===== config.mk =====
export PLATFORM = sky130hd
export DESIGN_NAME = uart_echo_buffer
export DESIGN_NICKNAME = d
export VERILOG_FILES = /design/src/rtl/uart_pkg.sv /design/src/rtl/uart_byte_fifo.sv /design/src/rtl/uart_echo_buffer.sv
export SDC_FILE = /design/constraint.sdc
export NUM_CORES = 1
export LEC_CHECK = 0
export ABC_AREA = 1
export CAP_MARGIN = 25
export CORE_ASPECT_RATIO = 1.1
export CORE_MARGIN = 5
export CORE_UTILIZATION = 40
export DETAILED_ROUTE_END_ITERATION = 10
export GPL_ROUTABILITY_DRIVEN = 0
export PLACE_DENSITY_LB_ADDON = 0.25
export SLEW_MARGIN = 15
export SYNTH_ARGS = -nofsm -noshare
export SYNTH_HDL_FRONTEND = slang
export SYNTH_SLANG_ARGS = --single-unit

===== constraint.sdc =====
create_clock -name i_Clock -period 2.27 [get_ports i_Clock]
set_input_delay 0.5675 -clock i_Clock [delete_from_list [all_inputs] [get_ports i_Clock]]
set_output_delay 0.5675 -clock i_Clock [all_outputs]
set_load 0.02 [all_outputs]

===== src/rtl/uart_pkg.sv =====
// Shared UART definitions: data width and transmit-sequencer state encoding.
package uart_pkg;

  localparam int UART_DATA_W = 8;

  localparam logic [1:0] ST_IDLE       = 2'd0;
  localparam logic [1:0] ST_WAIT_START = 2'd1;
  localparam logic [1:0] ST_WAIT_DONE  = 2'd2;

  typedef enum logic [1:0] {
    S_IDLE       = ST_IDLE,
    S_WAIT_START = ST_WAIT_START,
    S_WAIT_DONE  = ST_WAIT_DONE
  } tx_state_e;

endpackage


===== src/rtl/uart_byte_fifo.sv =====
// Synchronous byte FIFO with an explicit occupancy counter.
// A push while full is dropped and flagged on o_Drop for that cycle.
module uart_byte_fifo
  import uart_pkg::*;
#(
  parameter int ADDR_W = 4
) (
  input  logic                   i_Clock,
  input  logic                   i_Reset,
  input  logic                   i_Push,
  input  logic [UART_DATA_W-1:0] i_Data,
  input  logic                   i_Pop,
  output logic [UART_DATA_W-1:0] o_Head,
  output logic [ADDR_W:0]        o_Count,
  output logic                   o_Full,
  output logic                   o_Empty,
  output logic                   o_Drop
);

  localparam int DEPTH = 2 ** ADDR_W;
  localparam logic [ADDR_W:0]   CNT_ONE  = (ADDR_W + 1)'(1);
  localparam logic [ADDR_W:0]   CNT_FULL = (ADDR_W + 1)'(DEPTH);
  localparam logic [ADDR_W-1:0] PTR_ONE  = ADDR_W'(1);

  logic [UART_DATA_W-1:0] r_mem [DEPTH];
  logic [ADDR_W-1:0]      r_wr_ptr;
  logic [ADDR_W-1:0]      r_rd_ptr;
  logic [ADDR_W:0]        r_count;
  logic                   r_full;
  logic                   r_empty;

  logic                   w_push_ok;
  logic                   w_pop_ok;
  logic [ADDR_W:0]        w_count_next;

  // Fullness/emptiness are the registered values from before the edge.
  assign w_push_ok = i_Push && !r_full;
  assign w_pop_ok  = i_Pop && !r_empty;

  // Next occupancy from the accepted push/pop pair.
  always_comb begin
    // NOTE: every always_comb output gets a default first so no path leaves it unassigned and infers a latch.
    w_count_next = r_count;
    case ({w_push_ok, w_pop_ok})
      2'b10:   w_count_next = r_count + CNT_ONE;
      2'b01:   w_count_next = r_count - CNT_ONE;
      default: w_count_next = r_count;
    endcase
  end

  // Pointers, counter and decoded flags; pointers wrap naturally at DEPTH.
  always_ff @(posedge i_Clock) begin
    // NOTE: sequential state uses non-blocking assignments so every register samples pre-edge values.
    if (i_Reset) begin
      r_wr_ptr <= '0;
      r_rd_ptr <= '0;
      r_count  <= '0;
      r_full   <= 1'b0;
      r_empty  <= 1'b1;
    end else begin
      if (w_push_ok) r_wr_ptr <= r_wr_ptr + PTR_ONE;
      if (w_pop_ok)  r_rd_ptr <= r_rd_ptr + PTR_ONE;
      r_count <= w_count_next;
      r_full  <= (w_count_next == CNT_FULL);
      r_empty <= (w_count_next == '0);
    end
  end

  // Storage write port.
  always_ff @(posedge i_Clock) begin
    // NOTE: storage is deliberately not reset; reset pointers make stale contents unreachable.
    if (w_push_ok) r_mem[r_wr_ptr] <= i_Data;
  end

  assign o_Head  = r_mem[r_rd_ptr];
  assign o_Count = r_count;
  assign o_Full  = r_full;
  assign o_Empty = r_empty;
  assign o_Drop  = i_Push && r_full;

endmodule


===== src/rtl/uart_echo_buffer.sv =====
// Buffers bytes from uart_rx and launches them into uart_tx one frame at a time,
// waiting for the transmitter to be fully idle (not active, not done) before each launch.
module uart_echo_buffer
  import uart_pkg::*;
#(
  parameter int ADDR_W = 4
) (
  input  logic                   i_Clock,
  input  logic                   i_Reset,
  input  logic                   i_Rx_DV,
  input  logic [UART_DATA_W-1:0] i_Rx_Byte,
  input  logic                   i_Tx_Active,
  input  logic                   i_Tx_Done,
  output logic                   o_Tx_DV,
  output logic [UART_DATA_W-1:0] o_Tx_Byte,
  output logic [ADDR_W:0]        o_Count,
  output logic                   o_Empty,
  output logic                   o_Full,
  output logic                   o_Overflow
);

  tx_state_e              r_state;
  tx_state_e              w_state_next;
  logic                   w_launch;
  logic                   w_empty;
  logic                   w_drop;
  logic [UART_DATA_W-1:0] w_head;

  logic                   r_tx_dv;
  logic [UART_DATA_W-1:0] r_tx_byte;
  logic                   r_overflow;

  uart_byte_fifo #(
    .ADDR_W (ADDR_W)
  ) u_fifo (
    .i_Clock (i_Clock),
    .i_Reset (i_Reset),
    .i_Push  (i_Rx_DV),
    .i_Data  (i_Rx_Byte),
    .i_Pop   (w_launch),
    .o_Head  (w_head),
    .o_Count (o_Count),
    .o_Full  (o_Full),
    .o_Empty (w_empty),
    .o_Drop  (w_drop)
  );

  // Transmit sequencer state register.
  always_ff @(posedge i_Clock) begin
    if (i_Reset) r_state <= S_IDLE;
    else         r_state <= w_state_next;
  end

  // Next state and launch decision; a launch pops the FIFO head on the same edge.
  always_comb begin
    w_state_next = r_state;
    w_launch     = 1'b0;
    case (r_state)
      S_IDLE: begin
        if (!w_empty && !i_Tx_Active && !i_Tx_Done) begin
          w_launch     = 1'b1;
          w_state_next = S_WAIT_START;
        end
      end
      S_WAIT_START: if (i_Tx_Active) w_state_next = S_WAIT_DONE;
      S_WAIT_DONE:  if (i_Tx_Done)   w_state_next = S_IDLE;
      default:      w_state_next = S_IDLE;
    endcase
  end

  // Registered launch pulse, held launch byte and sticky overflow flag.
  always_ff @(posedge i_Clock) begin
    if (i_Reset) begin
      r_tx_dv    <= 1'b0;
      r_tx_byte  <= '0;
      r_overflow <= 1'b0;
    end else begin
      r_tx_dv <= w_launch;
      if (w_launch) r_tx_byte <= w_head;
      if (w_drop)   r_overflow <= 1'b1;
    end
  end

  assign o_Tx_DV    = r_tx_dv;
  assign o_Tx_Byte  = r_tx_byte;
  assign o_Empty    = w_empty;
  assign o_Overflow = r_overflow;

endmodule


Yosys cells after proc, flatten, opt, wreduce, memory -nomap -nowiden --
Memories as Yosys holds them, arrays and structs flattened. A register that Yosys moved wholly into a read port is not among the register bits. Index checks and enable logic that the tools add are counted.
Storage, ports and cells: bits in registers 19, RAM bits 128, input bits 13, output and inout port bits 17, word-level logic and storage cells 42, memories 1
Memory list:
- u_fifo.r_mem | depth 16, bits a word 8, rd ports 1, clocked after memory_dff 1, wr ports 1, RTL line uart_byte_fifo.sv:25 | logic [UART_DATA_W-1:0] r_mem [DEPTH];
Operators by class: add/sub/neg operators 4, equal/unequal tests 8, mux-type cells 9, reduce and logical (&&, ||, !) cells 12
Operators with widths (count):
- case mux 5 bit (2 select lines) | 1
- adder 4 x 1 -> 4 bit (second input constant) | 2
- 2-to-1 mux 2 bit | 3
- != test 2 bit (second input constant) | 3
- case mux 2 bit (3 select lines) | 1
- adder 5 x 1 -> 5 bit (second input constant) | 1
- == test 5 bit (second input constant) | 1
- logical AND 1 bit | 5
- logical NOT 5 bit | 1
- subtractor 5 x 1 -> 5 bit (second input constant) | 1
- == test 2 x 1 -> 1 bit (second input constant) | 2
- == test 2 bit (second input constant) | 2
- logical NOT 1 bit | 4
- 2-to-1 mux 1 bit | 4
- AND reduction 3 bit | 1
- logical NOT 2 bit | 1

Depth between registers and ports, before layout --
Gate-level depths: netlist (run 1).
depth in word-level cells 9, mapped depth 17, mapped depth without buffers 17

Hierarchy --
A second synthesis (run 1) with hierarchy kept.
Unflattened totals: cells, all modules 581, area, all modules 6797.8 um2
Modules (own cells, without submodules):
- uart_byte_fifo | instances 1, cells an instance 495, area each 6183.4 um2, seq. area each 4224.1 um2
- uart_echo_buffer | instances 1, cells an instance 86, area each 614.3 um2, seq. area each 240.2 um2

Worst setup path before layout (run 1) --
OpenSTA, ideal clock, no wires.
path type input to register, start point input port i_Tx_Done, end point register u_fifo.r_empty, in the netlist u_fifo.o_Empty, arrival time 2196 ps, data required time 2202 ps, slack 6 ps, cell stages on the path 12, buffers on the path 3, cell sequence nor2_4 > nand2_1 > nor2_2 > buf_2 > buf_2 > ha_1 > clkbuf_1 > o21ai_0 > nand2_1 > nor2_1 > nand3_2 > o21bai_2
Between the ends: word-level cells in the longest chain between the ends 8, elaborated cells between the ends (all ways) 9, those cells by class eq/ne (2); mux (3); reduce/logical (4)
RTL lines:
- start: declaration | RTL line uart_echo_buffer.sv:13 | input logic i_Tx_Done,
- logical NOT 1 bit * | RTL line uart_echo_buffer.sv:60 | if (!w_empty && !i_Tx_Active && !i_Tx_Done) begin
- logical AND 1 bit * | RTL line uart_echo_buffer.sv:60
- 2-to-1 mux 1 bit * | RTL line uart_echo_buffer.sv:60
- 2-to-1 mux 1 bit * | RTL line uart_echo_buffer.sv:58 | case (r_state)
- logical AND 1 bit * | RTL line uart_byte_fifo.sv:38 | assign w_pop_ok = i_Pop && !r_empty;
- == test 2 x 1 -> 1 bit or == test 2 bit (tied branches) | RTL line uart_byte_fifo.sv:44 | case ({w_push_ok, w_pop_ok})
- case mux 5 bit (2 select lines) * | RTL line uart_byte_fifo.sv:44
- logical NOT 5 bit * | RTL line uart_byte_fifo.sv:65 | r_empty <= (w_count_next == '0);
- end signal: assignment | RTL line uart_byte_fifo.sv:65
- end: declaration | RTL line uart_byte_fifo.sv:30 | logic r_empty;
Every way passes the cells marked *; elsewhere a longest branch is shown, timed or not. A chain may end at the register's enable or synchronous reset.

Final worst setup path (run 1) --
start point register u_fifo.r_count[1], in the netlist u_fifo.o_Count[1], end point output port o_Count[1]
RTL lines:
- start: declaration | RTL line uart_byte_fifo.sv:28 | logic [ADDR_W:0] r_count;
- start signal: assignment | RTL line uart_byte_fifo.sv:63 | r_count <= w_count_next;
- end: declaration | RTL line uart_echo_buffer.sv:16 | output logic [ADDR_W:0] o_Count,
No word-level cell between the ends.

==> results of run 1 <==
==> final cells by class <==
cell class	count	area, sq um	share of cell area
clock buffer	24	481.7	0.06322
clock inverter	8	116.4	0.01527
inverter	33	123.9	0.01626
multi-input combinational	306	1682	0.2207
sequential	155	4385	0.5755
tap	200	250.2	0.03284
timing repair buffer	66	580.6	0.07619
==> logic make-up after synthesis <==
group,share of synthesized area
adders and majority gates,0.01577
DFF,0.6907
xor gates and xnor gates,0.002760
and+or+nand+nor,0.1137
AOI/OAI and AO/OA,0.1321
buffers and inverters,0.04494
==> power breakdown <==
part	leakage, uW	switching, uW	internal (uW)
logic	0.000994	378	227
clock network	0.000292	1030	1810
registers	0.00138	48.1	3140
==> flip-flops by register name (all words and copies together) (netlist names) <==
register / count
u_fifo.o_Full: 1
u_fifo.r_rd_ptr: 4
u_fifo.o_Empty: 1
o_Overflow: 1
r_state: 2
u_fifo.o_Count: 5
u_fifo.r_mem: 128
u_fifo.r_wr_ptr: 4
o_Tx_DV: 1
o_Tx_Byte: 8
==> synth_stat cells, types with 4 or more instances <==
| master | instances | share of area |
|---|---|---|
| edfxtp_1 | 128 | 0.61 |
| nor2_1 | 85 | 0.050 |
| o21ai_0 | 60 | 0.047 |
| nand2_1 | 31 | 0.018 |
| dfxtp_1 | 27 | 0.085 |
| inv_1 | 26 | 0.015 |
| nand3_1 | 23 | 0.018 |
| o221ai_1 | 23 | 0.032 |
| o211ai_1 | 15 | 0.018 |
| clkbuf_1 | 14 | 0.0083 |
| a21oi_1 | 12 | 0.0095 |
| o21ai_1 | 12 | 0.0095 |
| buf_2 | 8 | 0.0063 |
| ha_1 | 8 | 0.016 |
| o22ai_1 | 8 | 0.0079 |
| nor2_2 | 7 | 0.0069 |
| buf_6 | 5 | 0.0089 |
| inv_2 | 5 | 0.0030 |
| nand2_2 | 4 | 0.0039 |
| nand3_2 | 4 | 0.0063 |
==> per-stage QoR <==
step | total power, uW | TNS [ns]
after floorplan | 3588 | 0
after global placement | 3844 | -0.7013
after detailed placement | 3854 | -0.9675
after global routing | 6881 | 0
final | 6632 | 0
after CTS | 6675 | 0
==> metal layers <==
metal / vias up / part of all wire / track usage
li1: 2019 / - / -
met1: 2074 / 0.43 / 0.2344
met2: 174 / 0.48 / 0.2761
met3: 17 / 0.066 / 0.04692
met4: 0 / 0.016 / 0.05252
met5: - / 0 / 0
==> worst max-delay path by stage <==
stage,endpoint,startpoint
6_report,o_Count[1],u_fifo.o_Count[1]
5_1_grt,u_fifo.o_Count[4],i_Tx_Done
4_1_cts,u_fifo.o_Empty,i_Tx_Done
3_5_place_dp,u_fifo.o_Count[4],i_Tx_Done
3_3_place_gp,u_fifo.o_Count[4],i_Tx_Done
2_1_floorplan,u_fifo.o_Empty,i_Tx_Done
==> results.yml, run 1 <==
timing:
  rsz0062_at_grt: "no"
  hold_violations: 0
  tightest_slew_ns: 0.7211
  setup_ws_ns: 0.1962
  setup_violations: 0
  min_period_ns: 2.074
  fin_crit_sh: 0.9135
  slew_violations: 0
  finalHoldWorstSlack_ns: 0.4792
  clock.fmax_ghz: 0.4822
  clock_skew_ns: 0.005569
  slew_headroom: 0.5178
floorplan:
  fp.dieW_um: 130.1
  core_sq_mm: 0.01562
  row_count: 48
  die_y_um: 142.1
  die-area_sq_mm: 0.01849
  start_util: 0.4065
  pin_count: 30
finish:
  mostFrequentLayoutCells: "edfxtp_1, nor2_1, o21ai_0"
  layout-drive-gt1-share: 0.1554
  syn_to_final_growth_pct: 20.05
  utilization: 0.4880
  final_common_cell: "edfxtp_1"
  fin_cells: 792
  fin_nets: 600
  n_antenna_cell: 0
  fin_area_sq_mm: 0.007620
  fill_cells: 1403
setup_path:
  cp.required_ns: 1.70
  crit_arrival_ns: 1.51
  reg2reg_setup_slack_ns: 0.33
  reg2reg_from: "u_fifo.r_rd_ptr[0]"
  slowest_delay_ns: 0.65
  path_depth: 1
  startpoint_type: "register"
  crit_family: "buffers and inverters"
  worstPathMaxFanout: 5
  rr_worst_depth: 8
  crit_path_cell_trace: "clkdlybuf4s50_1"
  cp_num_buf_inv: 1
  critPathSlowestCell: "clkdlybuf4s50_1"
  crit_type: "register to primary output"
  worstSetupEndpointType: "primary output"
  r2r_end: "o_Tx_Byte[0]"
grt:
  overflow: 0
  grt_pass1_wl_um: 23800
  grt_pass1_vias: 4216
  track_usage: 0.1739
  antenna_found_initial: 0
  grt_max_degree: 35
yosys:
  synth-seq-cells: 155
  syn_area_per_cell_sq_um: 12.14
  yosysSeqAreaShare: 0.6907
  synth-edff-count: 128
  ys_types: 33
  syn_inst: 523
  synth_ff_type: "edfxtp_1"
  async_flop_share: 0
  netlist_area_sq_mm: 0.006347
  ys_warn_count: 0
  syn-num-nets: 544
cts:
  htree_levels: 4
  tritoncts: "built"
  worstSkewPairLatency_ns: 0.42
  cts_sinks: 155
  cts_buffers: 17
  post_cts_resized: 0
  hold_buffers: 0
  postCtsSetupRepairBufs: 0
  clockBufferDepth: 2
  root_buffer: "clkbuf_16"
  clk_pin_slew_ns: 0.06
placed_design:
  pre_cts_ws_ns: -0.2555
  hpwl_um: 9644
  numPortBuffers: 29
  place_inst: 760
  placed_area_sq_mm: 0.007018
pwr:
  power_leakage_uw: 0.002662
  p_per_area_mw_per_mm2: 870.4
  peakVddDrop_mv: 0.4612
routing:
  viasPerCell: 5.409
  drt_iter0_markers: 459
  avgRoutedWirePerCell_um: 19.23
  routed_wl_um: 15230
  drc: 0
  routed-via-count: 4284
  dr.pass1.iters: 5
  ant_nets: 0
job:
  max_cap_viol_count: 0
min_path:
  whs_path_depth: 2
  worstHoldEndpoint: "o_Overflow"
  hp-start: "o_Overflow"
  min_path_type: "register to register"
status:
  status: "complete, no violations"
No activity file was read; power rests on OpenSTA's default activity.
==> inputs of run 2 (changes only) <==
--- a/config.mk
+++ b/config.mk
@@ -6,7 +6,7 @@
 export NUM_CORES = 1
 export LEC_CHECK = 0
 export ABC_AREA = 1
-export CAP_MARGIN = 25
+export CAP_MARGIN = 20
 export CORE_ASPECT_RATIO = 1.1
 export CORE_MARGIN = 5
 export CORE_UTILIZATION = 40
==> results of run 2 <==
Same layout as run 1: the final DEF is identical, and so are final timing and power.
